### src/rtl/mmio_responder_pkg.sv
// Shared CAPI MMIO types and helpers. Fields are declared [W-1:0]; PSL big-endian bit b maps to [W-1-b].
package mmio_responder_pkg;

    localparam int unsigned MMIO_ADDR_W = 24;
    localparam int unsigned MMIO_DW_W   = 23;
    localparam int unsigned MMIO_DATA_W = 64;

    typedef struct packed {
        logic                   valid;
        logic                   read;
        logic                   doubleword;
        logic [MMIO_ADDR_W-1:0] address;
        logic                   address_parity;
        logic [MMIO_DATA_W-1:0] data;
        logic                   data_parity;
        logic                   cfg;
    } MMIOInterfaceInput;

    typedef struct packed {
        logic                   ack;
        logic [MMIO_DATA_W-1:0] data;
        logic                   data_parity;
    } MMIOInterfaceOutput;

    typedef struct packed {
        logic [15:0] num_ints_per_process;
        logic [15:0] num_of_processes;
        logic [15:0] num_of_afu_crs;
        logic [15:0] req_prog_model;
    } AFUDescriptor;

    typedef enum logic [1:0] {
        IDLE   = 2'd0,
        DECODE = 2'd1,
        ACK    = 2'd2
    } mmio_state_t;

    function automatic logic odd_parity64(input logic [63:0] d);
        return ~^d;
    endfunction

    // The status word sits immediately after the scratch registers.
    function automatic logic [MMIO_DW_W-1:0] mmio_status_dw(input int unsigned reg_count);
        return MMIO_DW_W'(reg_count);
    endfunction

    function automatic logic [63:0] afu_desc_dw0(input AFUDescriptor d);
        return {d.num_ints_per_process, d.num_of_processes, d.num_of_afu_crs, d.req_prog_model};
    endfunction

    function automatic logic [63:0] afu_desc_read_dw(input AFUDescriptor d,
                                                     input logic [MMIO_DW_W-1:0] dw);
        return (dw == '0) ? afu_desc_dw0(d) : 64'h0;
    endfunction

endpackage

### src/rtl/mmio_reg_file.sv
// Scratch register file: one write port with full/half select, combinational read.
module mmio_reg_file #(
    parameter int unsigned REG_COUNT = 4,
    parameter int unsigned IDX_W     = 2
) (
    input  logic                      clock,
    input  logic                      rstn,
    input  logic                      we,
    input  logic                      full,
    input  logic                      half_sel,
    input  logic [IDX_W-1:0]          idx,
    input  logic [63:0]               wdata,
    output logic [63:0]               rd_data,
    output logic [REG_COUNT-1:0][63:0] regs
);

    // half_sel 0 is the upper word; 32-bit writes always source wdata[31:0].
    always_ff @(posedge clock or negedge rstn) begin
        if (!rstn) begin
            regs <= '0;
        end else if (we) begin
            if (full) begin
                regs[idx] <= wdata;
            end else if (half_sel) begin
                regs[idx][31:0] <= wdata[31:0];
            end else begin
                regs[idx][63:32] <= wdata[31:0];
            end
        end
    end

    assign rd_data = regs[idx];

endmodule

### src/rtl/mmio_responder.sv
// PSL MMIO responder: descriptor, scratch registers and status word, acked at T+2.
// Optional inbound parity checking via `MMIO_PARITY_CHECK_EN.
module mmio_responder
    import mmio_responder_pkg::*;
#(
    parameter int unsigned AFU_REG_COUNT       = 4,
    parameter logic [63:0] UNMAPPED_READ_VALUE = 64'hFFFF_FFFF_FFFF_FFFF
) (
    input  logic                           clock,
    input  logic                           rstn,
    input  MMIOInterfaceInput              mmio_in,
    input  AFUDescriptor                   descriptor,
    input  logic [63:0]                    status_word,
    output MMIOInterfaceOutput             mmio_out,
    output logic [AFU_REG_COUNT-1:0][63:0] afu_regs,
    output logic                           protocol_error,
    output logic                           parity_error
);

    localparam int unsigned IDX_W = (AFU_REG_COUNT > 1) ? $clog2(AFU_REG_COUNT) : 1;
    localparam logic [MMIO_DW_W-1:0] STATUS_DW = mmio_status_dw(AFU_REG_COUNT);

    mmio_state_t        state_q;
    mmio_state_t        state_next_c;
    logic               req_load_c;
    logic               overlap_c;
    MMIOInterfaceInput  req_q;
    MMIOInterfaceOutput out_q;
    logic               protocol_error_q;

    logic [MMIO_DW_W-1:0] dw_c;
    logic                 word_sel_c;
    logic [63:0]          rf_rd_c;
    logic                 rf_we_c;
    logic [63:0]          dw64_c;
    logic [31:0]          word_c;
    logic [63:0]          rd_data_c;
    logic                 parity_bad_c;

    assign dw_c       = req_q.address[MMIO_ADDR_W-1:1];
    assign word_sel_c = req_q.address[0];

    always_ff @(posedge clock or negedge rstn) begin
        if (!rstn) begin
            state_q <= IDLE;
        end else begin
            state_q <= state_next_c;
        end
    end

    // Next state; a request is only accepted in IDLE or ACK.
    always_comb begin
        state_next_c = state_q;
        req_load_c   = 1'b0;
        overlap_c    = 1'b0;
        unique case (state_q)
            IDLE: begin
                if (mmio_in.valid) begin
                    state_next_c = DECODE;
                    req_load_c   = 1'b1;
                end
            end
            DECODE: begin
                state_next_c = ACK;
                overlap_c    = mmio_in.valid;
            end
            ACK: begin
                if (mmio_in.valid) begin
                    state_next_c = DECODE;
                    req_load_c   = 1'b1;
                end else begin
                    state_next_c = IDLE;
                end
            end
            default: state_next_c = IDLE;
        endcase
    end

    always_ff @(posedge clock or negedge rstn) begin
        if (!rstn) begin
            req_q <= '0;
        end else if (req_load_c) begin
            req_q <= mmio_in;
        end
    end

`ifdef MMIO_PARITY_CHECK_EN
    logic parity_error_q;

    always_comb begin
        parity_bad_c = ~(^{req_q.address, req_q.address_parity});
        if (!req_q.read && !(^{req_q.data, req_q.data_parity})) begin
            parity_bad_c = 1'b1;
        end
    end

    always_ff @(posedge clock or negedge rstn) begin
        if (!rstn) begin
            parity_error_q <= 1'b0;
        end else if (state_q == DECODE && parity_bad_c) begin
            parity_error_q <= 1'b1;
        end
    end

    assign parity_error = parity_error_q;

    logic unused_req_c;
    assign unused_req_c = req_q.valid;
`else
    assign parity_bad_c = 1'b0;
    assign parity_error = 1'b0;

    logic unused_req_c;
    assign unused_req_c = ^{req_q.valid, req_q.address_parity, req_q.data_parity};
`endif

    // Scratch writes: problem space, in range, not a 64-bit write to the odd word.
    assign rf_we_c = (state_q == DECODE) && !req_q.read && !req_q.cfg
                     && (dw_c < STATUS_DW) && !parity_bad_c
                     && !(req_q.doubleword && word_sel_c);

    mmio_reg_file #(
        .REG_COUNT (AFU_REG_COUNT),
        .IDX_W     (IDX_W)
    ) u_reg_file (
        .clock    (clock),
        .rstn     (rstn),
        .we       (rf_we_c),
        .full     (req_q.doubleword),
        .half_sel (word_sel_c),
        .idx      (dw_c[IDX_W-1:0]),
        .wdata    (req_q.data),
        .rd_data  (rf_rd_c),
        .regs     (afu_regs)
    );

    // Read data selection; 32-bit reads replicate the chosen word.
    always_comb begin
        dw64_c = UNMAPPED_READ_VALUE;
        if (req_q.cfg) begin
            dw64_c = afu_desc_read_dw(descriptor, dw_c);
        end else if (dw_c < STATUS_DW) begin
            dw64_c = rf_rd_c;
        end else if (dw_c == STATUS_DW) begin
            dw64_c = status_word;
        end
        if (parity_bad_c) begin
            dw64_c = UNMAPPED_READ_VALUE;
        end
        word_c    = word_sel_c ? dw64_c[31:0] : dw64_c[63:32];
        rd_data_c = req_q.doubleword ? dw64_c : {word_c, word_c};
        if (!req_q.read) begin
            rd_data_c = '0;
        end
    end

    always_ff @(posedge clock or negedge rstn) begin
        if (!rstn) begin
            out_q.ack         <= 1'b0;
            out_q.data        <= '0;
            out_q.data_parity <= 1'b1;
        end else begin
            out_q.ack <= (state_q == DECODE);
            if (state_q == DECODE) begin
                out_q.data        <= rd_data_c;
                out_q.data_parity <= odd_parity64(rd_data_c);
            end
        end
    end

    always_ff @(posedge clock or negedge rstn) begin
        if (!rstn) begin
            protocol_error_q <= 1'b0;
        end else if (overlap_c) begin
            protocol_error_q <= 1'b1;
        end
    end

    assign mmio_out       = out_q;
    assign protocol_error = protocol_error_q;

endmodule

### config.mk
export PLATFORM = sky130hd
export DESIGN_NAME = mmio_responder
export DESIGN_NICKNAME = d
export VERILOG_FILES = /design/src/rtl/mmio_responder_pkg.sv /design/src/rtl/mmio_reg_file.sv /design/src/rtl/mmio_responder.sv
export SDC_FILE = /design/constraint.sdc
export NUM_CORES = 1
export LEC_CHECK = 0
export BUFFER_PORTS_ARGS = -buffer_cell sky130_fd_sc_hd__buf_2
export CAP_MARGIN = 5
export CORE_AREA = 2 2 211 213
export CTS_CLUSTER_SIZE = 10
export DETAILED_ROUTE_END_ITERATION = 10
export DIE_AREA = 0 0 213 215
export GPL_TIMING_DRIVEN = 0
export PLACE_DENSITY = 0.78
export SYNTH_ARGS = -nofsm -noshare
export SYNTH_HDL_FRONTEND = slang
export SYNTH_HIERARCHICAL = 1
export SYNTH_SLANG_ARGS = --single-unit
### constraint.sdc
create_clock -name clock -period 4.3 [get_ports clock]
set_clock_uncertainty 0.05 [all_clocks]
set_input_delay 0.215 -clock clock [delete_from_list [all_inputs] [get_ports clock]]
set_output_delay 0.215 -clock clock [all_outputs]
set_load 0.01 [all_outputs]
* After elaboration in Yosys (flattened, before gate mapping)
Cells that the tools add are included.
** Word-level totals
- Flip-flop bits (word level) :: 416
- Latch bits :: 0
- Memory bits (writable) :: 0
- Bits in read-only memories :: 0
- Input port bits :: 224
- Output and inout bits :: 324
- Word-level logic and storage cells :: 60
- Memories :: 0
** Cells by class
- Add/sub/neg operators :: 0
- $mul :: 0
- Divide/modulo/power cells :: 0
- Magnitude comparators :: 3
- Eq/ne operators :: 4
- Shifts and indexed selects :: 0
- Muxes and demuxes :: 26
- Bitwise logic cells :: 0
- Reductions and logical operators :: 13
** Operators by type and width (count)
- bitwise mux 256 bit :: 3
- 2-to-1 mux 64 bit :: 9
- 2-to-1 mux 256 bit :: 2
- demux 64 bit (select 2 bit) :: 3
- binary-select mux 64 bit (select 2 bit) :: 1
- 2-to-1 mux 32 bit :: 2
- XNOR reduction 64 bit :: 1
- equality test 23 x 3 -> 1 bit, second input constant :: 1
- logical NOT 23 bit :: 1
- < comparator 23 x 3 -> 1 bit, second input constant :: 1
- logical AND 1 bit :: 6
- case mux 2 bit (3 select lines) :: 1
- 2-to-1 mux 1 bit :: 4
- logical NOT 1 bit :: 3
- < comparator 2 x 3 -> 1 bit, second input constant :: 1
- equality test 2 x 1 -> 1 bit, second input constant :: 1
- equality test 2 bit, second input constant :: 1
- greater-or-equal comparator 2 x 1 -> 1 bit, second input constant :: 1
- logical NOT 2 bit :: 1
- 2-to-1 mux 2 bit :: 1
- != test 2 bit, second input constant :: 1
- OR reduction 2 bit :: 1

* Longest topological paths before layout
- Depth after elaboration :: 8
- Mapped depth :: 16

* Cells and area by module
The synthesis kept the hierarchy.
** By module, submodules not included
- mmio_reg_file :: times used 1, cells an instance 666, area an instance 11488.5 sq um, seq. area each 6406.1 sq um
- mmio_responder :: times used 1, cells an instance 829, area an instance 8775.9 sq um, seq. area each 4005.1 sq um

* Least setup slack after synthesis
Ideal clock, no wire load.
- Path type :: reg-to-reg
- Start point :: reg req_q, in the netlist dw_c[0]
- End point :: reg out_q, in the netlist mmio_out[0]
- Library setup time :: 72 ps
- Arrival time :: 3506 ps
- Data required time :: 4178 ps
- Path slack :: 672 ps
- Stages on the path, launching flop included :: 14
- Period minus slack after synthesis :: 3628 ps
- Path through :: dfrtp_1 -> buf_2 -> buf_4 -> mux4_2 -> o31ai_1 -> o2bb2ai_1 -> a22oi_1 -> xor2_1 -> xnor2_1 -> xnor3_1 -> xnor2_1 -> xnor2_1 -> xnor3_1 -> o21ai_1
** On the way
- Longest elaborated chain between the ends :: 8
** RTL lines
- from (decl) :: RTL line mmio_responder.sv:27 : MMIOInterfaceInput req_q;
- from (signal assigned) :: RTL line mmio_responder.sv:83 : req_q <= mmio_in;
- binary-select mux 64 bit (select 2 bit) (*) :: RTL line mmio_reg_file.sv:32 : assign rd_data = regs[idx];
- 2-to-1 mux 64 bit (not written as such) (*) :: RTL line mmio_reg_file.sv:32
- via rf_rd_c[25] :: RTL line mmio_responder.sv:33 : logic [63:0] rf_rd_c;
- 2-to-1 mux 64 bit (*) :: RTL line mmio_responder.sv:142 : end else if (dw_c < STATUS_DW) begin
- 2-to-1 mux 64 bit (*) :: RTL line mmio_responder.sv:140 : if (req_q.cfg) begin
- 2-to-1 mux 32 bit :: RTL line mmio_responder.sv:150 : word_c = word_sel_c ? dw64_c[31:0] : dw64_c[63:32];
- 2-to-1 mux 64 bit (*) :: RTL line mmio_responder.sv:151 : rd_data_c = req_q.doubleword ? dw64_c : {word_c, word_c};
- 2-to-1 mux 64 bit (*) :: RTL line mmio_responder.sv:152 : if (!req_q.read) begin
- XNOR reduction 64 bit (*) :: RTL line mmio_responder_pkg.sv:39 : return ~^d;
- to (decl) :: RTL line mmio_responder.sv:28 : MMIOInterfaceOutput out_q;
Mark *: on every way through the listed nets, which the timed path passes. The rest lies on a longest branch. The select of a mux whose other input is x is not followed.
A chain may end at the register's enable or synchronous reset.

* Worst setup path in the final report
- Start point :: reg req_q, in the netlist dw_c[13]
- End point :: reg out_q, in the netlist mmio_out[0]
** On the way
- Longest elaborated chain between the ends :: 8
** RTL lines (RTL line)
- parallel branches: the longest is 3 deep, another holds < comparator 23 x 3 -> 1 bit
- 2-to-1 mux 64 bit (*) :: mmio_responder.sv:140
- 2-to-1 mux 32 bit :: mmio_responder.sv:150
- 2-to-1 mux 64 bit (*) :: mmio_responder.sv:151
- 2-to-1 mux 64 bit (*) :: mmio_responder.sv:152
- XNOR reduction 64 bit (*) :: mmio_responder_pkg.sv:39
Mark *: on every way between the ends.

==> reports/qor.csv <==
metric,value,unit
status,completed,
clk sinks,416,
Placed Area,23800,µm²
total non-filler cell area in the finished layout,26200,µm²
least setup slack across all paths after layout,104,ps
Mapped Cells,1495,
net count of the mapped netlist,1719,
warning count from the yosys run,6,
die span in y,215,µm
sort of element at the end of the critical path,flop,
hold path start,descriptor[62],
"Seq/Total Area, Yosys",51.4,%
Crit Path Category,flop to flop,
highest clock rate,238,MHz
top cell types by occurrence after synthesis,"415 x dfrtp_1, 335 x mux2_2, 94 x nand2_1",
TritonCTS clock tree,done,
Root Driver,clkbuf_16,
final core utilization,60.0,%
placed wire-length estimate after detailed placement,62.8,mm
final routed wire length divided by cell count,28.9,µm
total global routing track utilization,35.2,%
cell with the most instances after synthesis,dfrtp_1,
minimum clock period,4200,ps
Initial Util,46.4,%
Post-Synthesis Mean Instance Area,13.6,µm²
number of buffers inserted by port buffering,544,
P per Cell Area,416,nW/µm²
average via count per standard cell,5.99,
"top cells by area, synth","dfrtp_1 51%, mux2_2 19%, mux4_2 7.1%, xnor2_1 2.0%, o2bb2ai_1 1.9%",
Die Area,45800,µm²
pre-CTS setup slack,-221,ps
fin nets,2410,
"Area growth, synth to finish",29.2,%
initial detailed-routing violation count,1630,
transition time at the pin with the least slew margin,975,ps
Final Hold Fails,0,
placeable core region,43600,µm²
total setup violations reported at the end of the flow,0,
Total Wirelength,80.7,mm
Worst Path Max Fanout,10,
first-pass GRT wire length,117,mm
Critical R2R Launch,dw_c[13],
Top Ports,548,
fraction of synthesized cell area taken by the top area cell type,51.2,%
data required time at the worst endpoint,4770,ps
most instantiated flip-flop cell in the synthesis netlist,dfrtp_1,
number of CTS-inserted buffers,48,
cell type contributing the most total cell area after synthesis,dfrtp_1,
Crit. Startpoint,dw_c[13],
clock transition at the registers of the reported paths,50,ps
number of synthesized register bits,416,
clock network latency to the later pin of the worst-skew pair,590,ps
hold crit path type,input port to flop,
total congestion overflow,0,
critical path startpoint category,flop,
Placement Rows,77,
cell area after technology mapping,20300,µm²
Slew HR,35.0,%
Clock Path Buffers,3,
peak ir drop on the vdd network,431,µV
number of distinct library cells after synthesis,57,
arrival time of the worst setup path,4660,ps
last weighted congestion value of the routability-driven placer,0.955,
TritonRoute pass-1 iters,5,
H-tree depth reported by CTS,2,
number of vias in the routed layout,16733,
vias in the first global route,17362,
final clock period utilization by the worst path,97.6,%
share of final-layout standard cells stronger than drive strength 1,51.1,%
max-slew violation count,0,
post-route ant nets,0,
maxcap violations,0,
number of flops mapped to enable cells by yosys,0,
initial antenna violation count,11,
Die X-Extent,213,µm
DRC violation count after routing,0,
Post-synth ARST share,100,%
leak pwr,0.0129,µW
largest net degree at the start of global routing,131,
==> worst paths after layout <==
kind	to	slack, ps	depth (start not counted)
max	mmio_out[0]	100	15
min	mmio_out[31]	80	5
max reg2reg	mmio_out[0]	100	15
min reg2reg	mmio_out[0]	420	2
max in group asynchronous	mmio_out[31]	2390	4
min in group asynchronous	u_reg_file/regs[237]	260	2
==> metal layers <==
metal / up-vias / wire length [µm] / track usage (%)
met5: - / 0 / 0
li1: 7050 / - / -
met4: 0 / 3340 / 13.8
met3: 190 / 6710 / 8.34
met2: 866 / 38500 / 56.9
met1: 8627 / 32200 / 45.7
==> sequential cells by signal, indices dropped and copies added (netlist names) <==
| name | cells |
|---|---|
| mmio_out | 66 |
| state_q | 2 |
| u_reg_file/regs | 256 |
| dw_c | 23 |
| protocol_error | 1 |
| req_q | 68 |
==> critical path, stage by stage (launching register included) <==
cell	delay, ps
dfrtp_1	390
nor4_2	410
nand4_1	150
buf_4	200
clkbuf_1	270
clkbuf_2	330
o31ai_1	450
o2bb2ai_1	160
a22oi_1	380
xnor2_1	190
xnor2_1	160
xnor2_1	160
xnor2_1	150
xnor2_1	140
xnor3_1	420
o21ai_1	130
==> cells in the final DEF, fill, tap and decap left out, types with 4 or more instances in the layout <==
master	instances
buf_2	568
dfrtp_1	414
mux2_2	335
nand2_1	94
dlygate4sd3_1	93
o21ai_0	65
mux4_2	64
clkbuf_1	51
clkbuf_16	48
xnor2_1	46
nor4_1	45
o31ai_1	44
o2bb2ai_1	44
a22oi_1	40
a22o_1	34
buf_4	28
a22oi_2	14
mux2_1	13
diode_2	11
o221ai_1	11
buf_6	10
xor2_1	10
clkbuf_2	8
nand3_1	7
nor4_2	6
o22ai_1	6
a21oi_1	6
a211o_1	5
buf_1	5
nand2b_1	4
and2_1	4
nor2_1	4
mux2i_1	4
clkbuf_4	4
nor3_4	4
==> final cells by class <==
| cell class | instances | area, µm² |
|---|---|---|
| antenna | 11 | 27.5 |
| buffer | 128 | 709 |
| clock buffer | 52 | 1250 |
| clock inverter | 4 | 60.1 |
| fill | 3473 | 17500 |
| inverter | 3 | 11.3 |
| multi-input combinational | 947 | 9220 |
| sequential | 416 | 10400 |
| tap | 592 | 741 |
| timing repair buffer | 642 | 3760 |
==> repair_timing <==
action,in CTS,in global routing
resized for setup,5,28
setup buffers,2,0
pin swaps,1,0
hold buffers,93,0
cloned,0,0
endpoints found under the hold margin,195,0
setup endpoints to repair,67,15
==> power by group <==
group / internal [µW] / switching (µW) / leakage (µW)
Sequential: 4210 / 243 / 0.00553
Clock: 2080 / 1550 / 0.000644
Combinational: 1320 / 1490 / 0.00670
Total: 7620 / 3280 / 0.0129
==> stage by stage <==
stage | power [µW] | hold WS, ps | instances | TNS, ps
after floorplan | 6230 | -131 | 1495 | 0
after global placement | 7120 | 382 | 2631 | -1979400
after detailed placement | 7180 | 281 | 2634 | -2410
after CTS | 10900 | 59.2 | 2785 | 0
after global routing | 11300 | 83.4 | 2795 | -88.5
final | 10900 | 82.3 | 2795 | 0
==> logic make-up after synthesis <==
kind of cell    share of synthesized area, %
other cells                           0.0185
compound gates                          10.5
mux                                     26.6
xor+xnor                                2.80
buf+inv                                 3.41
flops                                   51.4
simple gates                            5.24
Note: power is estimated with default switching activity, not from simulation.
